## src/rtl/tile_stim_pkg.sv

```systemverilog
// Shared types and constants for the CGRA tile stimulus sequencer.
package tile_stim_pkg;

  typedef enum logic [2:0] {
    ST_IDLE,
    ST_RESET,
    ST_CONFIG,
    ST_RUN,
    ST_DONE
  } state_t;

  // Right-shift Galois mask for x^32 + x^22 + x^2 + x + 1
  localparam logic [31:0] LFSR_POLY   = 32'h8020_0003;
  localparam logic [31:0] GOLDEN_SEED = 32'h9E37_79B9;

  localparam int RD_ADDR_LSB = 32;
  localparam int RD_DATA_LSB = 0;

  function automatic logic [31:0] lfsr_step(input logic [31:0] s);
    return s[0] ? ((s >> 1) ^ LFSR_POLY) : (s >> 1);
  endfunction

endpackage

```

## src/rtl/stim_lfsr32.sv

```systemverilog
// 32-bit Galois LFSR with synchronous seed load and advance enable.
module stim_lfsr32 (
  input  logic        clk,
  input  logic        reset_n,
  input  logic [31:0] seed,
  input  logic        load,
  input  logic        advance,
  output logic [31:0] out
);
  import tile_stim_pkg::*;

  always_ff @(posedge clk or negedge reset_n) begin
    if (!reset_n)      out <= 32'd1;
    else if (load)     out <= seed;
    else if (advance)  out <= lfsr_step(out);
  end

endmodule

```

## src/rtl/tile_stim_sequencer.sv

```systemverilog
// Tile bring-up sequencer: hold reset, stream config words, then drive
// windowed enables and LFSR/counter data channels for a fixed run length.
module tile_stim_sequencer #(
  parameter int          NUM_CH     = 4,
  parameter int          DATA_W     = 16,
  parameter int          NUM_EN     = 2,
  parameter int          CNT_W      = 20,
  parameter int          CFG_AW     = 10,
  parameter int          RST_CYCLES = 8,
  parameter logic [31:0] SEED       = 32'hACE1_0001
) (
  input  logic                     clk,
  input  logic                     reset_n,
  input  logic                     start,
  input  logic [CFG_AW:0]          cfg_num_words,
  input  logic [CNT_W-1:0]         run_len,
  input  logic [NUM_EN*CNT_W-1:0]  en_start,
  input  logic [NUM_EN*CNT_W-1:0]  en_stop,
  input  logic [NUM_CH-1:0]        ch_mode,
  output logic [CFG_AW-1:0]        cfg_mem_addr,
  input  logic [63:0]              cfg_mem_rdata,
  output logic                     tile_reset,
  output logic [31:0]              config_addr,
  output logic [31:0]              config_data,
  output logic                     config_valid,
  output logic [NUM_CH*DATA_W-1:0] data_out,
  output logic [NUM_EN-1:0]        en_out,
  output logic [CNT_W-1:0]         count,
  output logic                     busy,
  output logic                     done
);
  import tile_stim_pkg::*;

  localparam int              RW       = $clog2(RST_CYCLES + 1);
  localparam int              CW       = CFG_AW + 2;
  localparam logic [RW-1:0]   RST_LAST = RW'(RST_CYCLES - 1);

  state_t            state;
  logic [RW-1:0]     rst_cnt;
  logic [CW-1:0]     cfg_cnt;
  logic [CW-1:0]     cfg_inc;
  logic [CW-1:0]     n_ext;
  logic              run_last;
  logic              run_enter;
  logic              lfsr_load;
  logic              lfsr_adv;
  logic [CNT_W-1:0]  cnt_nxt;
  logic [NUM_EN-1:0] en_nxt;
  logic [NUM_CH*DATA_W-1:0] data_nxt;
  logic [31:0]       lfsr_q [NUM_CH];

  assign n_ext     = CW'(cfg_num_words);
  assign cfg_inc   = cfg_cnt + CW'(1);
  assign run_last  = (run_len == '0) || (count == run_len - CNT_W'(1));
  assign lfsr_load = start && ((state == ST_IDLE) || (state == ST_DONE));
  assign lfsr_adv  = (state == ST_RUN);
  assign run_enter = ((state == ST_RESET) && (rst_cnt == RST_LAST) && (cfg_num_words == '0)) ||
                     ((state == ST_CONFIG) && (cfg_cnt == n_ext + CW'(1)));

  for (genvar g = 0; g < NUM_CH; g++) begin : g_ch
    localparam logic [31:0] RAW_SEED = SEED ^ 32'(GOLDEN_SEED * (g + 1));
    localparam logic [31:0] CH_SEED  = (RAW_SEED == 32'd0) ? 32'd1 : RAW_SEED;
    stim_lfsr32 u_lfsr (
      .clk     (clk),
      .reset_n (reset_n),
      .seed    (CH_SEED),
      .load    (lfsr_load),
      .advance (lfsr_adv),
      .out     (lfsr_q[g])
    );
  end

  // Values the outputs take in the next RUN cycle (count 0 on RUN entry).
  always_comb begin
    cnt_nxt  = (state == ST_RUN) ? count + CNT_W'(1) : '0;
    en_nxt   = '0;
    data_nxt = '0;
    for (int e = 0; e < NUM_EN; e++) begin
      en_nxt[e] = (cnt_nxt >= en_start[e*CNT_W +: CNT_W]) &&
                  (cnt_nxt <  en_stop[e*CNT_W +: CNT_W]);
    end
    for (int c = 0; c < NUM_CH; c++) begin
      data_nxt[c*DATA_W +: DATA_W] = ch_mode[c] ? DATA_W'(cnt_nxt) :
        DATA_W'((state == ST_RUN) ? lfsr_step(lfsr_q[c]) : lfsr_q[c]);
    end
  end

  always_ff @(posedge clk or negedge reset_n) begin
    if (!reset_n) begin
      state        <= ST_IDLE;
      rst_cnt      <= '0;
      cfg_cnt      <= '0;
      cfg_mem_addr <= '0;
      config_addr  <= '0;
      config_data  <= '0;
      config_valid <= 1'b0;
      tile_reset   <= 1'b1;
      count        <= '0;
      en_out       <= '0;
      data_out     <= '0;
      busy         <= 1'b0;
      done         <= 1'b0;
    end else begin
      config_valid <= 1'b0;
      unique case (state)
        ST_IDLE, ST_DONE: begin
          if (start) begin
            state      <= ST_RESET;
            rst_cnt    <= '0;
            tile_reset <= 1'b1;
            busy       <= 1'b1;
            done       <= 1'b0;
          end
        end
        ST_RESET: begin
          rst_cnt <= rst_cnt + RW'(1);
          if (rst_cnt == RST_LAST) begin
            tile_reset <= 1'b0;
            if (cfg_num_words == '0) begin
              state <= ST_RUN;
            end else begin
              state        <= ST_CONFIG;
              cfg_cnt      <= '0;
              cfg_mem_addr <= '0;
            end
          end
        end
        ST_CONFIG: begin
          cfg_cnt <= cfg_inc;
          if (cfg_inc < n_ext) cfg_mem_addr <= CFG_AW'(cfg_inc);
          // Read data for the address of cycle k arrives in cycle k+1.
          if ((cfg_cnt != '0) && (cfg_cnt <= n_ext)) begin
            config_valid <= 1'b1;
            config_addr  <= cfg_mem_rdata[RD_ADDR_LSB +: 32];
            config_data  <= cfg_mem_rdata[RD_DATA_LSB +: 32];
          end
          if (cfg_cnt == n_ext + CW'(1)) state <= ST_RUN;
        end
        ST_RUN: begin
          if (run_last) begin
            state  <= ST_DONE;
            busy   <= 1'b0;
            done   <= 1'b1;
            en_out <= '0;
          end
        end
        default: state <= ST_IDLE;
      endcase

      if (run_enter || ((state == ST_RUN) && !run_last)) begin
        count    <= cnt_nxt;
        en_out   <= en_nxt;
        data_out <= data_nxt;
      end
    end
  end

endmodule

```

## config.mk

```make
export PLATFORM = sky130hd
export DESIGN_NAME = tile_stim_sequencer
export DESIGN_NICKNAME = d
export VERILOG_FILES = /design/src/rtl/tile_stim_pkg.sv /design/src/rtl/stim_lfsr32.sv /design/src/rtl/tile_stim_sequencer.sv
export SDC_FILE = /design/constraint.sdc
export NUM_CORES = 1
export LEC_CHECK = 0
export ABC_CLOCK_PERIOD_IN_PS = 4400
export CORE_ASPECT_RATIO = 0.7
export CORE_MARGIN = 2
export CORE_UTILIZATION = 25
export CTS_CLUSTER_DIAMETER = 40
export DETAILED_ROUTE_END_ITERATION = 10
export GPL_ROUTABILITY_DRIVEN = 0
export PLACE_DENSITY_LB_ADDON = 0.15
export SETUP_SLACK_MARGIN = 0.05
export SYNTH_ARGS = -nofsm -noshare
export SYNTH_HDL_FRONTEND = slang
export SYNTH_SLANG_ARGS = --single-unit
```

## constraint.sdc

```tcl
create_clock -name clk -period 4.4 [get_ports clk]
set_input_delay 0.66 -clock clk [delete_from_list [all_inputs] [get_ports clk]]
set_output_delay 0.66 -clock clk [all_outputs]
set_load 0.01 [all_outputs]
```

==> impl_metrics.tcl, run 1 <==
set metrics [dict create \
    syn_area_per_cell_sq_um 10.4 \
    fin_ws_ns 0.567 \
    cts_buffers 44 \
    yosysMostFrequentCell "dfrtp_1" \
    regArea_sq_mm 0.00779 \
    multi_input_area_sq_mm 0.00845 \
    status "completed" \
    clock_sinks 311 \
    synth_top_cell_area_share_pct 45.0 \
    p_clk_share_pct 31.1 \
    areaGrowthSynthToFinish_pct 36.4 \
    postLayoutCellArea_sq_mm 0.0232 \
    placed_area_sq_mm 0.0217 \
    hold_viol_final 0 \
    relSlewSlack_pct 43.9 \
    synth_common_cells "306 x dfrtp_1, 170 x nand2_1, 118 x inv_1, 111 x mux2_2, 108 x ha_1" \
    fp.dieArea_sq_mm 0.0702 \
    final_net_count 2280 \
    synthFlopType "dfrtp_1" \
    syn-cell-area_sq_mm 0.0170 \
    fill_cells 6768 \
    power.density_mw_per_mm2 512 \
    post_cts_buffers 0 \
    cp_max_fo 9 \
    required_ns 4.88 \
    path_clk_slew_ns 0.05 \
    synth_area_leader_cell "dfrtp_1" \
    wl_per_cell_um 19.0 \
    drc_errors 0 \
    async_flop_share_pct 100 \
    cap_violations 0 \
    worst_setup_path_end_kind "flop" \
    vias_per_cell 4.62 \
    antenna_left 0 \
    synth-edff-count 0 \
    clockBufferDepth 3 \
    synth.area.top_cells "dfrtp_1 45%, ha_1 7.9%, mux2_2 7.3%" \
    net-switching-power_mw 3.85 \
    startpoint_type "flop" \
    ctsRootBufferMaster "clkbuf_16" \
    port_buffers 345 \
    drt-met1-wl_um 28400 \
    ir_drop_mv 0.290 \
    p_seq_share_pct 36.5 \
    switching_share_pct 32.4 \
    internal-power_mw 8.03 \
    htree_levels 2 \
    die_h_um 222 \
    yosysWarnings 0 \
    p_leak_nw 11.0 \
    track_usage_pct 15.7 \
    cts_resized 0 \
    fin_util_pct 34.3 \
    period_needed_ns 3.83 \
    core_area_sq_mm 0.0678 \
    worst-endpoint-arrival_ns 4.31 \
    layout-drive-gt1-share_pct 13.1 \
    fp.dieW_um 316 \
    hold_class "input port to async pin" \
    routed.top_layer "met4" \
    clk_latency_ns 0.57 \
    grt_max_degree 118 \
    skew_ns 0.0236 \
    finalSetupViolCount 0 \
    grt_overflow 0 \
    first_global_vias 13562 \
    p_total_mw 11.9 \
    start_util_pct 25.1 \
    synth.distinct_cells 69 \
    worstSetupPathType "flop to flop" \
    slew_viol_final 0 \
    ioPinCount 346 \
    dr_wl_met3_um 2330 \
    hpwl_um 40600 \
    finalCritPeriodShare_pct 87.1 \
    syn_nets 1923 \
    synthCells 1633 \
    drt_wl_total_um 55600 \
    dp_worst_setup_slack_ns 0.124 \
    rsz0062_at_grt "no" \
    comb_power_share_pct 32.4 \
    first_pass_iters 5 \
    cts_tree "built" \
    postCtsHoldBufs 0 \
    fmax_mhz 261 \
    fp-row-count 80 \
    antenna_found_initial 0 \
    wl_met2_um 23700 \
    setup_tns_ns 0 \
    ys_seq_area_share_pct 45.7 \
    vias 13513 \
    synth_seq_cells 311 \
    grt_pass1_wl_um 84800 \
    tightest_slew_ns 0.839 \
    drt_iter0_markers 770 \
]
[through the flow]
step                instances  hold WS (ns)
finish                   2927        0.0465
global route             2926        0.0571
CTS                      2926        0.0303
detailed placement       2846         0.471
global placement         2846         0.468
floorplan                1633         0.364
[critical path: stages (launching register included)]
cell	delay [ns]
dfrtp_1	0.56
and2_1	0.27
and4_1	0.28
nand2b_1	0.12
nor2_1	0.15
nand4_1	0.29
or3_1	0.45
a21oi_1	0.17
buf_4	0.19
ha_1	0.14
nand4_1	0.12
nor2_1	0.17
a21oi_1	0.08
o211ai_1	0.11
a41oi_1	0.07
or4_1	0.43
o2bb2ai_1	0.15
[cell type report]
type                       instances  share of cell area, %
clock inverter                    25                   1.40
sequential                       311                   33.5
tap                              902                   4.86
antenna                            1                 0.0108
inverter                         118                   1.91
clock buffer                      55                   5.13
timing repair buffer             397                   16.8
multi-input combinational       1118                   36.4
[cells by family after synthesis]
logic type / Yosys count / synth area share (%)
mux: 239 / 15.1
fa+ha+maj: 108 / 7.94
compound gates: 271 / 10.8
xor+xnor: 71 / 3.65
buf+inv: 204 / 4.83
simple gates: 429 / 11.9
flops: 311 / 45.7
[layout by cell type (no fill, tap or decap), types with 44 or more instances in the layout]
master and instances:
ha_1 108, nand2_1 169, clkdlybuf4s50_1 344, nor2_1 92, inv_1 118, mux2_2 111, dfrtp_1 306, a21oi_1 45
o21ai_0 78, nand3_1 52, clkbuf_16 44, buf_4 48, mux2i_1 95
[flip-flops by register name, indices dropped and copies added (netlist names)]
signal	count
busy	1
cfg_cnt	12
cfg_mem_addr	10
config_addr	32
config_data	32
config_valid	1
count	20
data_out	64
done	1
en_out	2
g_ch.u_lfsr.out	128
rst_cnt	4
state	3
tile_reset	1
[routing by layer]
layer,global-route usage (%),up-vias
met5,0,-
met4,3.75,0
met3,2.54,65
met2,22.6,290
met1,24.2,6721
li1,-,6437
[power by group through the flow]
stage	clock, mW	combinational [mW]	sequential [mW]
finish	3.69	3.86	4.34
global route	3.94	4.22	4.46
CTS	3.81	3.93	4.34
detailed placement	0	3.90	4.37
global placement	0	3.86	4.37
floorplan	0	1.86	4.40
[final timing paths]
| path | start | slack [ns] | cells after the start | end |
|---|---|---|---|---|
| min in group clk | rst_cnt[3] | 0.48 | 1 | rst_cnt[3] |
| worst max-delay path | count[2] | 0.57 | 16 | en_out[1] |
| max in group asynchronous | reset_n | 3.28 | 2 | g_ch[2].u_lfsr.out[26] |
| worst max register to register | count[2] | 0.57 | 16 | en_out[1] |
| worst min register to register | rst_cnt[3] | 0.48 | 1 | rst_cnt[3] |
| worst min-delay path | reset_n | 0.05 | 1 | count[11] |
Power figures use the tool's default switching activity.
==> run 2: changes to the inputs <==
--- a/config.mk
+++ b/config.mk
@@ -7,7 +7,6 @@
 export LEC_CHECK = 0
 export ABC_CLOCK_PERIOD_IN_PS = 4400
 export CORE_ASPECT_RATIO = 0.7
-export CORE_MARGIN = 2
 export CORE_UTILIZATION = 25
 export CTS_CLUSTER_DIAMETER = 40
 export DETAILED_ROUTE_END_ITERATION = 10
==> impl_metrics.tcl, run 2 (synthesis results as in run 1) <==
set metrics [dict create \
    p_leak_nw 11.2 \
    postCtsHoldBufs 0 \
    antenna_cells 0 \
    final_net_count 2295 \
    hold_viol_final 0 \
    grtUsageMet2_pct 24.0 \
    grt_max_degree 103 \
    vias 13751 \
    grt_overflow 0 \
    required_ns 4.90 \
    fp-row-count 79 \
    ioPinCount 346 \
    first_pass_iters 5 \
    layout_commonest_cell "clkdlybuf4s50_1" \
    core_area_sq_mm 0.0669 \
    port_buffers 345 \
    final_cell_mix "344 x clkdlybuf4s50_1, 306 x dfrtp_1, 169 x nand2_1" \
    clockBufferDepth 3 \
    groute.layer.met3.usage_pct 2.64 \
    relSlewSlack_pct 40.6 \
    grt_pass1_wl_um 85400 \
    cts_buffers 50 \
    finalSetupViolCount 0 \
    rsz0062_at_grt "no" \
    first_global_vias 13995 \
    start_util_pct 25.4 \
    worst_setup_path_end_kind "flop" \
    p_total_mw 12.5 \
    drt_iter0_markers 816 \
    finalCritPeriodShare_pct 88.4 \
    path_clk_slew_ns 0.06 \
    clock_sinks 311 \
    slew_viol_final 0 \
    fill_cells 6643 \
    antenna_found_initial 3 \
    antenna_left 0 \
    startpoint_type "flop" \
    clk_latency_ns 0.60 \
    layout-drive-gt1-share_pct 14.3 \
    cts_resized 0 \
    post_cts_buffers 0 \
    fp.dieW_um 314 \
    hpwl_um 41500 \
    drc_errors 0 \
    ir_drop_mv 0.276 \
    top_regs "g_ch.u_lfsr.out x128, data_out x64" \
    finalNonFillerCells 2938 \
    drt_wl_total_um 55900 \
    cp_max_fo 9 \
    htree_levels 2 \
    track_usage_pct 16.0 \
    cap_violations 0 \
    worstSetupPathType "flop to flop" \
    busiest_layer "met2" \
    wl_per_cell_um 19.0 \
    ctsRootBufferMaster "clkbuf_16" \
    status "completed" \
    top_register "g_ch.u_lfsr.out" \
    areaGrowthSynthToFinish_pct 38.9 \
    cts_tree "built" \
    setup_tns_ns 0 \
    skew_ns 0.0369 \
    power.density_mw_per_mm2 531 \
    tightest_slew_ns 0.888 \
    hold_class "input port to async pin" \
    vias_per_cell 4.68 \
    die_h_um 220 \
    fp.dieArea_sq_mm 0.0692 \
    period_needed_ns 3.89 \
    grtUsageMet1_pct 23.7 \
    fmax_mhz 257 \
    worst-endpoint-arrival_ns 4.39 \
    largest_reg_flops 128 \
    dp_cells 2844 \
]
## run 2: cell types whose count changed in the layout (fill, tap and decap cells not counted), moves of 3 or more
cell       previous run  this run
buf_12                4         7
buf_4                48        54
clkbuf_1              6         3
clkbuf_16            44        51
inv_6                 6        11
inv_8                 0         5
## run 2: critical path, cell delays in order (launching register included)
cell	delay (ns)
dfrtp_1	0.64
nand3_1	0.20
nand2b_1	0.29
nor2_1	0.25
nand2_1	0.10
xnor2_1	0.14
nand2b_1	0.16
inv_1	0.25
ha_1	0.31
a21o_1	0.18
a21o_1	0.17
a21oi_1	0.14
nor2b_1	0.06
o21ai_0	0.15
a21oi_1	0.08
or4_1	0.52
o2bb2ai_1	0.16
## run 2: path summary, 6_finish.rpt
check,startpoint,endpoint,slack [ns],cells past startpoint
worst max-delay path,count[5],en_out[1],0.51,16
worst min-delay path,reset_n,config_data[18],0.07,1
worst max register to register,count[5],en_out[1],0.51,16
worst min register to register,rst_cnt[3],rst_cnt[3],0.48,1
max in group asynchronous,reset_n,g_ch[3].u_lfsr.out[0],3.16,2
min in group clk,rst_cnt[3],rst_cnt[3],0.48,1
## run 2: layer usage
layer / up-vias / part of all wire [%] / wire length (um)
met2: 297 / 44 / 24500
li1: 6497 / - / -
met4: 0 / 2.2 / 1200
met1: 6879 / 50 / 27800
met5: - / 0 / 0
met3: 78 / 4.4 / 2440
## run 2: layout make-up
cell class | count | area, sq um | share of cell area [%]
Multi-Input combinational cell | 1118 | 8450 | 35.7
Sequential cell | 311 | 7790 | 32.9
Timing Repair Buffer | 406 | 4000 | 16.9
Clock buffer | 60 | 1370 | 5.80
Tap cell | 891 | 1110 | 4.72
Clock inverter | 34 | 470 | 1.99
Inverter | 118 | 443 | 1.87
## run 2: stage by stage
stage | utilization, % | cell area (sq um) | setup WS (ns) | hold WS, ns
final | 35.3 | 23600 | 0.510 | 0.0740
after global routing | 35.3 | 23600 | 0.287 | 0.145
after detailed placement | 32.6 | 21800 | 0.223 | 0.475
after floorplan | - | 17000 | 1.09 | 0.364
after CTS | 35.3 | 23600 | 0.604 | 0.119
after global placement | 32.6 | 21800 | 0.155 | 0.469
## run 2: power breakdown
| part | total, mW | internal (mW) | switching (mW) |
|---|---|---|---|
| logic | 3.87 | 2.04 | 1.83 |
| clock network | 4.34 | 2.75 | 1.59 |
| registers | 4.34 | 3.72 | 0.618 |
==> run 3: changes to the inputs <==
--- a/config.mk
+++ b/config.mk
@@ -11,6 +11,7 @@
 export CTS_CLUSTER_DIAMETER = 40
 export DETAILED_ROUTE_END_ITERATION = 10
 export GPL_ROUTABILITY_DRIVEN = 0
+export HOLD_SLACK_MARGIN = 0.03
 export PLACE_DENSITY_LB_ADDON = 0.15
 export SETUP_SLACK_MARGIN = 0.05
 export SYNTH_ARGS = -nofsm -noshare
==> results of run 3 <==
Final layout, timing and power as in run 2 (identical DEF).
